File: config.mk
export PLATFORM = sky130hd
export DESIGN_NAME = uart_tx_arbiter_flat
export DESIGN_NICKNAME = d
export VERILOG_FILES = /design/src/rtl/uart_tx_arbiter_if.sv /design/src/rtl/uart_tx_arbiter.sv /design/src/flat_wrapper.sv
export SDC_FILE = /design/constraint.sdc
export NUM_CORES = 1
export LEC_CHECK = 0
export CORE_UTILIZATION = 48
export CTS_CLUSTER_DIAMETER = 120
export DETAILED_ROUTE_END_ITERATION = 8
export DONT_BUFFER_PORTS = 1
export HOLD_SLACK_MARGIN = 0.08
export PLACE_DENSITY_LB_ADDON = 0.08
export SLEW_MARGIN = 0
export SYNTH_ARGS = -nofsm -noshare
export SYNTH_HDL_FRONTEND = slang
export SYNTH_SLANG_ARGS = --single-unit
File: constraint.sdc
create_clock -name clk -period 2.8 [get_ports clk]
set_clock_uncertainty 0.15 [all_clocks]
set_input_delay 0.42 -clock clk [delete_from_list [all_inputs] [get_ports clk]]
set_output_delay 0.42 -clock clk [all_outputs]
set_load 0.02 [all_outputs]
File: src/rtl/uart_tx_arbiter_if.sv
`default_nettype none
// ============================================================================
// Module      : uart_tx_arbiter_if
// Description : Requester / transmitter bundle shared by the UART TX arbiter.
//               master : drives requests and the transmitter completion pulse
//               slave  : the arbiter (accepts bytes, drives the transmitter)
// Signals     : req_valid[N_REQ]   byte-valid per requester
//               req_data[8*N_REQ]  requester i's byte in bits [8i+7:8i]
//               req_ready[N_REQ]   one-hot accept from the arbiter
//               tx_data[8]         latched byte to the transmitter
//               tx_start           one-cycle start pulse to the transmitter
//               tx_done            one-cycle completion pulse from transmitter
// Revision    : 1.0 - initial release
// ============================================================================
interface uart_tx_arbiter_if #(
  parameter int N_REQ = 4
);
  logic [N_REQ-1:0]   req_valid;
  logic [8*N_REQ-1:0] req_data;
  logic [N_REQ-1:0]   req_ready;
  logic [7:0]         tx_data;
  logic               tx_start;
  logic               tx_done;

  modport master (
    output req_valid, req_data, tx_done,
    input  req_ready, tx_data, tx_start
  );

  modport slave (
    input  req_valid, req_data, tx_done,
    output req_ready, tx_data, tx_start
  );
endinterface
`default_nettype wire

File: src/rtl/uart_tx_arbiter.sv
`default_nettype none
// ============================================================================
// Module      : uart_tx_arbiter
// Description : Round-robin arbiter that shares one UART transmitter between
//               several byte producers. Grants one requester, latches its
//               byte, pulses tx_start and waits for tx_done (or a watchdog
//               expiry) before granting again.
// Ports       : clk          system clock
//               rst          asynchronous, active-low reset
//               bus          uart_tx_arbiter_if.slave (requests + transmitter)
//               grant_id[2]  index of the last granted requester
//               busy         high in every state except IDLE
//               err_timeout  sticky watchdog flag, cleared only by reset
// Notes       : The rotating search relies on 2-bit index wrap-around, so
//               N_REQ must stay at 4.
// Revision    : 1.0 - initial release
// ============================================================================
module uart_tx_arbiter #(
  parameter int N_REQ   = 4,
  parameter int TIMEOUT = 200_000
) (
  input  wire logic          clk,
  input  wire logic          rst,
  uart_tx_arbiter_if.slave   bus,
  output logic [1:0]         grant_id,
  output logic               busy,
  output logic               err_timeout
);

  localparam int IDW   = 2;
  localparam int CNT_W = (TIMEOUT > 1) ? $clog2(TIMEOUT) : 1;

  localparam logic [1:0] c_IDLE      = 2'd0;
  localparam logic [1:0] c_ISSUE     = 2'd1;
  localparam logic [1:0] c_WAIT_DONE = 2'd2;

  localparam logic [CNT_W-1:0] c_CNT_LAST = CNT_W'(TIMEOUT - 1);

  logic [1:0]       r_state;
  logic [IDW-1:0]   r_last;
  logic [IDW-1:0]   r_grant;
  logic [7:0]       r_tx_data;
  logic             r_err;
  logic [CNT_W-1:0] r_wdog;

  logic             w_found;
  logic [IDW-1:0]   w_winner;
  logic [IDW-1:0]   w_idx;
  logic             w_in_idle;

  // Rotating priority search: start one past the last grant and take the
  // first valid index. The 2-bit sum wraps modulo 4 by itself; k = N_REQ
  // lands back on r_last so it is considered last.
  always_comb begin
    w_found  = 1'b0;
    w_winner = r_last;
    w_idx    = r_last;
    for (int k = 1; k <= N_REQ; k++) begin
      w_idx = r_last + IDW'(k);
      if (!w_found && bus.req_valid[w_idx]) begin
        w_found  = 1'b1;
        w_winner = w_idx;
      end
    end
  end

  assign w_in_idle = (r_state == c_IDLE);

  // Gated by rst so ready reads zero for the whole reset window, even if a
  // requester is already holding valid.
  assign bus.req_ready = (rst && w_in_idle && w_found) ?
                         (N_REQ'(1) << w_winner) : '0;

  // Decoded straight from the state register: no extra pulse register, so an
  // asynchronous reset in ISSUE drops tx_start immediately.
  assign bus.tx_start  = (r_state == c_ISSUE);
  assign bus.tx_data   = r_tx_data;
  assign busy          = !w_in_idle;
  assign grant_id      = r_grant;
  assign err_timeout   = r_err;

  always_ff @(posedge clk or negedge rst) begin
    if (!rst) begin
      r_state   <= c_IDLE;
      r_last    <= IDW'(N_REQ - 1);
      r_grant   <= IDW'(N_REQ - 1);
      r_tx_data <= 8'h00;
      r_err     <= 1'b0;
      r_wdog    <= '0;
    end else begin
      case (r_state)
        c_IDLE: begin
          if (w_found) begin
            r_tx_data <= bus.req_data[{w_winner, 3'b000} +: 8];
            r_grant   <= w_winner;
            r_last    <= w_winner;
            r_state   <= c_ISSUE;
          end
        end
        c_ISSUE: begin
          r_wdog  <= '0;
          r_state <= c_WAIT_DONE;
        end
        c_WAIT_DONE: begin
          // tx_done has priority over a watchdog expiry in the same cycle.
          if (bus.tx_done) begin
            r_state <= c_IDLE;
          end else if (r_wdog == c_CNT_LAST) begin
            r_err   <= 1'b1;
            r_state <= c_IDLE;
          end else begin
            r_wdog <= r_wdog + CNT_W'(1);
          end
        end
        default: r_state <= c_IDLE;
      endcase
    end
  end

endmodule
`default_nettype wire

File: src/flat_wrapper.sv
// flat-port wrapper written by rule: the top's interface ports become plain ports
module uart_tx_arbiter_flat 
#(
  parameter int N_REQ   = 4,
  parameter int TIMEOUT = 200_000
)
  (clk, rst, grant_id, busy, err_timeout, bus_req_valid, bus_req_data, bus_tx_done, bus_req_ready, bus_tx_data, bus_tx_start);
  uart_tx_arbiter_if #(.N_REQ(N_REQ)) bus_i ();
  input  wire logic clk;
  input  wire logic rst;
  output logic [1:0] grant_id;
  output logic busy;
  output logic err_timeout;
  input wire logic [$bits(bus_i.req_valid)-1:0] bus_req_valid;
  input wire logic [$bits(bus_i.req_data)-1:0] bus_req_data;
  input wire logic [$bits(bus_i.tx_done)-1:0] bus_tx_done;
  output wire logic [$bits(bus_i.req_ready)-1:0] bus_req_ready;
  output wire logic [$bits(bus_i.tx_data)-1:0] bus_tx_data;
  output wire logic [$bits(bus_i.tx_start)-1:0] bus_tx_start;
  assign bus_i.req_valid = bus_req_valid;
  assign bus_i.req_data = bus_req_data;
  assign bus_i.tx_done = bus_tx_done;
  assign bus_req_ready = bus_i.req_ready;
  assign bus_tx_data = bus_i.tx_data;
  assign bus_tx_start = bus_i.tx_start;
  uart_tx_arbiter #(.N_REQ(N_REQ), .TIMEOUT(TIMEOUT)) u_core (.clk(clk), .rst(rst), .bus(bus_i), .grant_id(grant_id), .busy(busy), .err_timeout(err_timeout));
endmodule
==> results.ini, run 1 <==
[timing]
period_minus_slack_ns=2.65
worst_slew_pin_slew_ns=0.716
rsz0062_at_grt=false
slew_viol_final=0
finalSetupTns_ns=0
fin_ws_ns=0.152
holdWs_ns=0.152
relSlewSlack_pct=52.2
hold_viol=0
max_freq_ghz=0.378
setup_violations=0
timing.final.crit_share_pct=94.6

[place]
port_buffers=0
placed_cells=259
dp_hpwl_mm=3.28
gp_congestion=0.836
pre_cts_ws_ns=0.254
postPlaceCellArea_sq_um=1980

[synthesis]
yosysWarnings=0
synth.net_count=255
synth_area_leader_cell=dfrtp_1
ys_ff_latch=31
ys_seq_area_share_pct=40.7
ys_types=48
syn_area_sq_um=1910
synthTopCellsByArea=dfrtp_1 38%, nor2_1 6.1%, o31ai_1 5.5%, mux2i_1 4.7%, a31o_2 3.2%
syn_area_per_cell_sq_um=8.89
yosysTopAreaCellShare_pct=38.0
synthCells=215

[routing]
drt-initial-drc-count=141
dr.pass1.iters=4
viasPerCell=6.51
wirelength_mm=4.58
post_drt_wl_per_cell_um=17.1
via_count=1738
drc=0
drtAntennaViolNets=0

[outcome]
status=complete, no violations

[worst_hold_path]
holdCritPathClass=in -> reg

[layout]
drive_above_1_share_pct=13.2
area_growth_pct=9.62
final_cell_mix=31 x nor2_1, 29 x dfrtp_1, 14 x o31ai_1
fin_nets=260
layout_commonest_cell=nor2_1
antenna_cells=0
fin_area_sq_um=2100
final_util_pct=56.0
instances_no_fill=267

[power]
switching_share_pct=44.1
p_per_area_nw_per_um2=897
power.switching_uw=829
p_int_mw=1.05
combPwrFrac_pct=43.4
power_mw=1.88
p_leak_nw=0.839
clockPowerShare_pct=17.3
irDropWorstVdd_v=0.000489
sequentialPowerShare_pct=39.3

[floorplan]
die_x_um=65.1
die_area_sq_um=4240
fp-row-count=22
start_util_pct=51.1
die_h_um=65.1
core_sq_um=3740
pin_count=56

[critical_path]
worstPathRequired_ns=2.23
crit_path_end_kind=output port
arrival_ns=2.08
start_kind=flop
crit_type=reg -> out
cp_max_fo=14

[clocking]
cts.path.max_buffers=2
post-cts-setup-buffer-count=0
clock-root-buffer=clkbuf_8
clk_pin_slew_ns=0.07
cts_tree=yes
cts_sinks=31
ctsHtreeMaxLevel=2
insertion_delay_ns=0.28
cts_buffers=5

[global_routing]
track_usage_pct=23.5
grt_max_degree=38
grt_pass1_vias=1616
antenna_found_initial=0
overflow=0
grt_pass1_wl_mm=7.57

[job]
cap_violations=0

area by class of cell:
type	count	area, sq um
multi-input combinational	167	1060
clock buffer	6	72.6
timing repair buffer	10	103
tap	48	60.1
inverter	5	18.8
sequential	31	778
fill	349	1650
what timing repair did:
item	4_1_cts	5_1_grt
gates resized for setup	0	2
endpoints found under the setup margin	0	3
hold endpoints to repair	31	0
hold buffers	2	0
per-layer routing:
metal	vias up	routed length (um)	GRT usage [%]
met5	-	0	0
met4	0	55	7.34
met3	7	283	7.12
met2	51	2210	35.8
met1	855	2030	32.0
li1	825	-	-
worst max-delay path, cell delays in order, from the launching register on:
cell	delay, ns
dfrtp_1	0.38
or2_1	0.33
or2_2	0.45
inv_1	0.17
nand3_1	0.12
nor2_1	0.34
cells in the mapped netlist (all sizes together):
cell,n
nor3,3
dfrtp,29
o22ai,1
o311ai,2
and3,2
nor4b,1
a31o,7
and2,2
o21a,1
o31ai,14
nand3b,1
o41ai,1
nor4,2
or4,7
o31a,1
nand2,8
dfstp,2
or2,2
nand4b,1
or4bb,1
nand2b,4
a221oi,1
or3,9
a21o,2
a21oi,12
nand4,4
a211oi,7
buf,5
clkbuf,7
nand3,12
o21ai,11
nor2,31
mux2i,9
a2111oi,1
o211ai,4
nor3b,2
inv,5
ha,1
registers in the layout, indices dropped and copies added, names as in the netlist:
signal,flops
u_core.r_last,2
u_core.bus.tx_data,8
u_core.err_timeout,1
u_core.r_wdog,18
u_core.r_state,2
power by group through the flow:
stage,registers (mW),clock network (mW),logic [mW]
after floorplan,0.721,0,0.633
after global placement,0.742,0,0.758
after detailed placement,0.748,0,0.786
after CTS,0.740,0.331,0.802
after global routing,0.752,0.354,0.918
final,0.739,0.326,0.817
kinds of logic after synthesis:
kind of cell,share of synthesized area [%]
buffers and inverters,4.38
adder cells (fa/ha/maj),0.654
AND/OR/NAND/NOR,25.7
multiplexers,4.71
AO/OA/AOI/OAI,23.9
flip-flops,40.7
worst paths after layout:
kind	end	cells past startpoint	slack (ns)	from
setup reg to reg	u_core.r_wdog[6]	6	0.39	u_core.r_wdog[12]
max in group asynchronous	u_core.r_last[1]	2	1.83	rst
hold reg to reg	u_core.r_wdog[17]	1	0.34	u_core.r_wdog[17]
hold / removal	u_core.bus.tx_data[4]	2	0.15	bus_req_data[20]
min in group asynchronous	u_core.err_timeout	2	0.43	rst
setup / recovery	bus_req_ready[0]	5	0.15	u_core.r_state[1]
(Power assumes the default switching activity.)
==> run 2: changes to the inputs <==
--- a/config.mk
+++ b/config.mk
@@ -5,10 +5,11 @@
 export SDC_FILE = /design/constraint.sdc
 export NUM_CORES = 1
 export LEC_CHECK = 0
+export BUFFER_PORTS_ARGS = -buffer_cell sky130_fd_sc_hd__buf_4
+export CORE_MARGIN = 2
 export CORE_UTILIZATION = 48
 export CTS_CLUSTER_DIAMETER = 120
 export DETAILED_ROUTE_END_ITERATION = 8
-export DONT_BUFFER_PORTS = 1
 export HOLD_SLACK_MARGIN = 0.08
 export PLACE_DENSITY_LB_ADDON = 0.08
 export SLEW_MARGIN = 0
==> results.ini, run 2 (same netlist as run 1, synthesis figures left out) <==
[outcome]
status=complete, no violations

[place]
postPlaceCellArea_sq_um=2380
port_buffers=55
gp_congestion=0.806
placed_cells=312
dp_hpwl_mm=3.52

[layout]
fill_cells=338
drive_above_1_share_pct=29.7
antenna_cells=0
area_growth_pct=29.5
instances_no_fill=321
layout_commonest_cell=buf_4
final_cell_mix=60 x buf_4, 31 x nor2_1, 29 x dfrtp_1
fin_nets=312
largest_reg_flops=18
fin_area_sq_um=2470
top_register=u_core.r_wdog
final_util_pct=66.1

[timing]
slew_viol_final=0
hold_viol=0
worst_slew_pin_slew_ns=0.654
rsz0062_at_grt=false
max_freq_ghz=0.403
finalSetupTns_ns=0
timing.final.crit_share_pct=88.6
setup_violations=0
period_minus_slack_ns=2.48
relSlewSlack_pct=56.3

[global_routing]
overflow=0
grt_max_degree=32
track_usage_pct=22.8
grt_pass1_vias=1732
grt_pass1_wl_mm=7.85
antenna_found_initial=0

[job]
cap_violations=0

[clocking]
post-cts-setup-buffer-count=0
cts_tree=yes
cts_sinks=31
clock-root-buffer=clkbuf_8
cts_buffers=5
insertion_delay_ns=0.28
ctsHtreeMaxLevel=2
clk_pin_slew_ns=0.07
cts.path.max_buffers=2

[power]
p_per_area_nw_per_um2=826
p_leak_nw=1.09
power.switching_uw=850
clockPowerShare_pct=16.2
switching_share_pct=41.6
combPwrFrac_pct=52.7
irDropWorstVdd_v=0.000612
sequentialPowerShare_pct=31.1
p_int_mw=1.19

[critical_path]
crit_path_end_kind=flop
cp_max_fo=29
crit_type=reg -> reg
worstPathRequired_ns=2.82
arrival_ns=2.50
start_kind=flop

[floorplan]
die_area_sq_um=4500
die_h_um=67.1
start_util_pct=51.1
pin_count=56
core_sq_um=3740
die_x_um=67.1
fp-row-count=22

[routing]
via_count=1896
drt-initial-drc-count=83
dr.pass1.iters=4
wirelength_mm=4.79
drc=0
drtAntennaViolNets=0
post_drt_wl_per_cell_um=14.9
viasPerCell=5.91

[worst_hold_path]
holdCritPathClass=in -> reg

## run 2: changes by cell type in the layout (fill, tap and decap cells not counted)
cell / previous run / this run
buf_4: 7 / 60
buf_12: 2 / 1
clkbuf_1: 1 / 2
clkinv_2: 0 / 1
o311ai_1: 0 / 1
o311ai_2: 1 / 0
## run 2: per-stage QoR
| step | setup slack [ns] | power, mW | hold WS [ns] |
|---|---|---|---|
| 2_1_floorplan | 0.307 | 1.35 | -0.0256 |
| 3_3_place_gp | 0.382 | 1.71 | 0.290 |
| 3_5_place_dp | 0.337 | 1.71 | 0.315 |
| 4_1_cts | 0.175 | 2.05 | 0.267 |
| 5_1_grt | 0.177 | 2.18 | 0.281 |
| 6_report | 0.320 | 2.04 | 0.274 |
## run 2: power by group through the flow
stage	sequential [mW]	clock [mW]	combinational [mW]
finish	0.635	0.332	1.08
global route	0.650	0.359	1.17
CTS	0.635	0.336	1.07
detailed placement	0.642	0	1.07
global placement	0.639	0	1.07
floorplan	0.721	0	0.633
## run 2: what timing repair did
item	4_1_cts	5_1_grt
hold buffers	1	0
endpoints found under the setup margin	0	1
endpoints found under the hold margin	29	0
resized for setup	0	1
## run 2: worst max-delay path: stages (launching register included)
cell and delay, ns:
dfrtp_1 0.43, or4_1 0.51, or4_4 0.57, o21ai_4 0.27
buf_12 0.20, o311ai_0 0.14, o41ai_1 0.09
## run 2: final timing paths
| path | start | endpoint | slack (ns) | cells after the start |
|---|---|---|---|---|
| worst max register to register | u_core.r_wdog[12] | u_core.r_wdog[14] | 0.32 | 6 |
| min in group asynchronous | rst | u_core.r_wdog[10] | 0.58 | 3 |
| worst min-delay path | bus_req_data[23] | u_core.bus.tx_data[7] | 0.27 | 3 |
| worst min register to register | u_core.err_timeout | u_core.err_timeout | 0.36 | 1 |
| max in group asynchronous | rst | u_core.r_last[0] | 1.60 | 3 |
| worst max-delay path | u_core.r_wdog[12] | u_core.r_wdog[14] | 0.32 | 6 |
## run 2: area by class of cell
type                    count  area (sq um)  share of cell area, %
flip-flops and latches     31           778                   31.4
inverters                   5          18.8                  0.758
clock buffers               7          76.3                   3.08
clock inverters             1          5.00                  0.202
multi-input cells         167          1060                   42.7
repair buffers             62           480                   19.4
well taps                  48          60.1                   2.43
## run 2: routing by layer
layer  track usage, %  up-vias  routed length [um]
met5                0        -                   0
met3             3.89        4                 206
met4             6.12        0                  28
li1                 -      932                   -
met1             32.8      914                2280
met2             35.4       46                2280
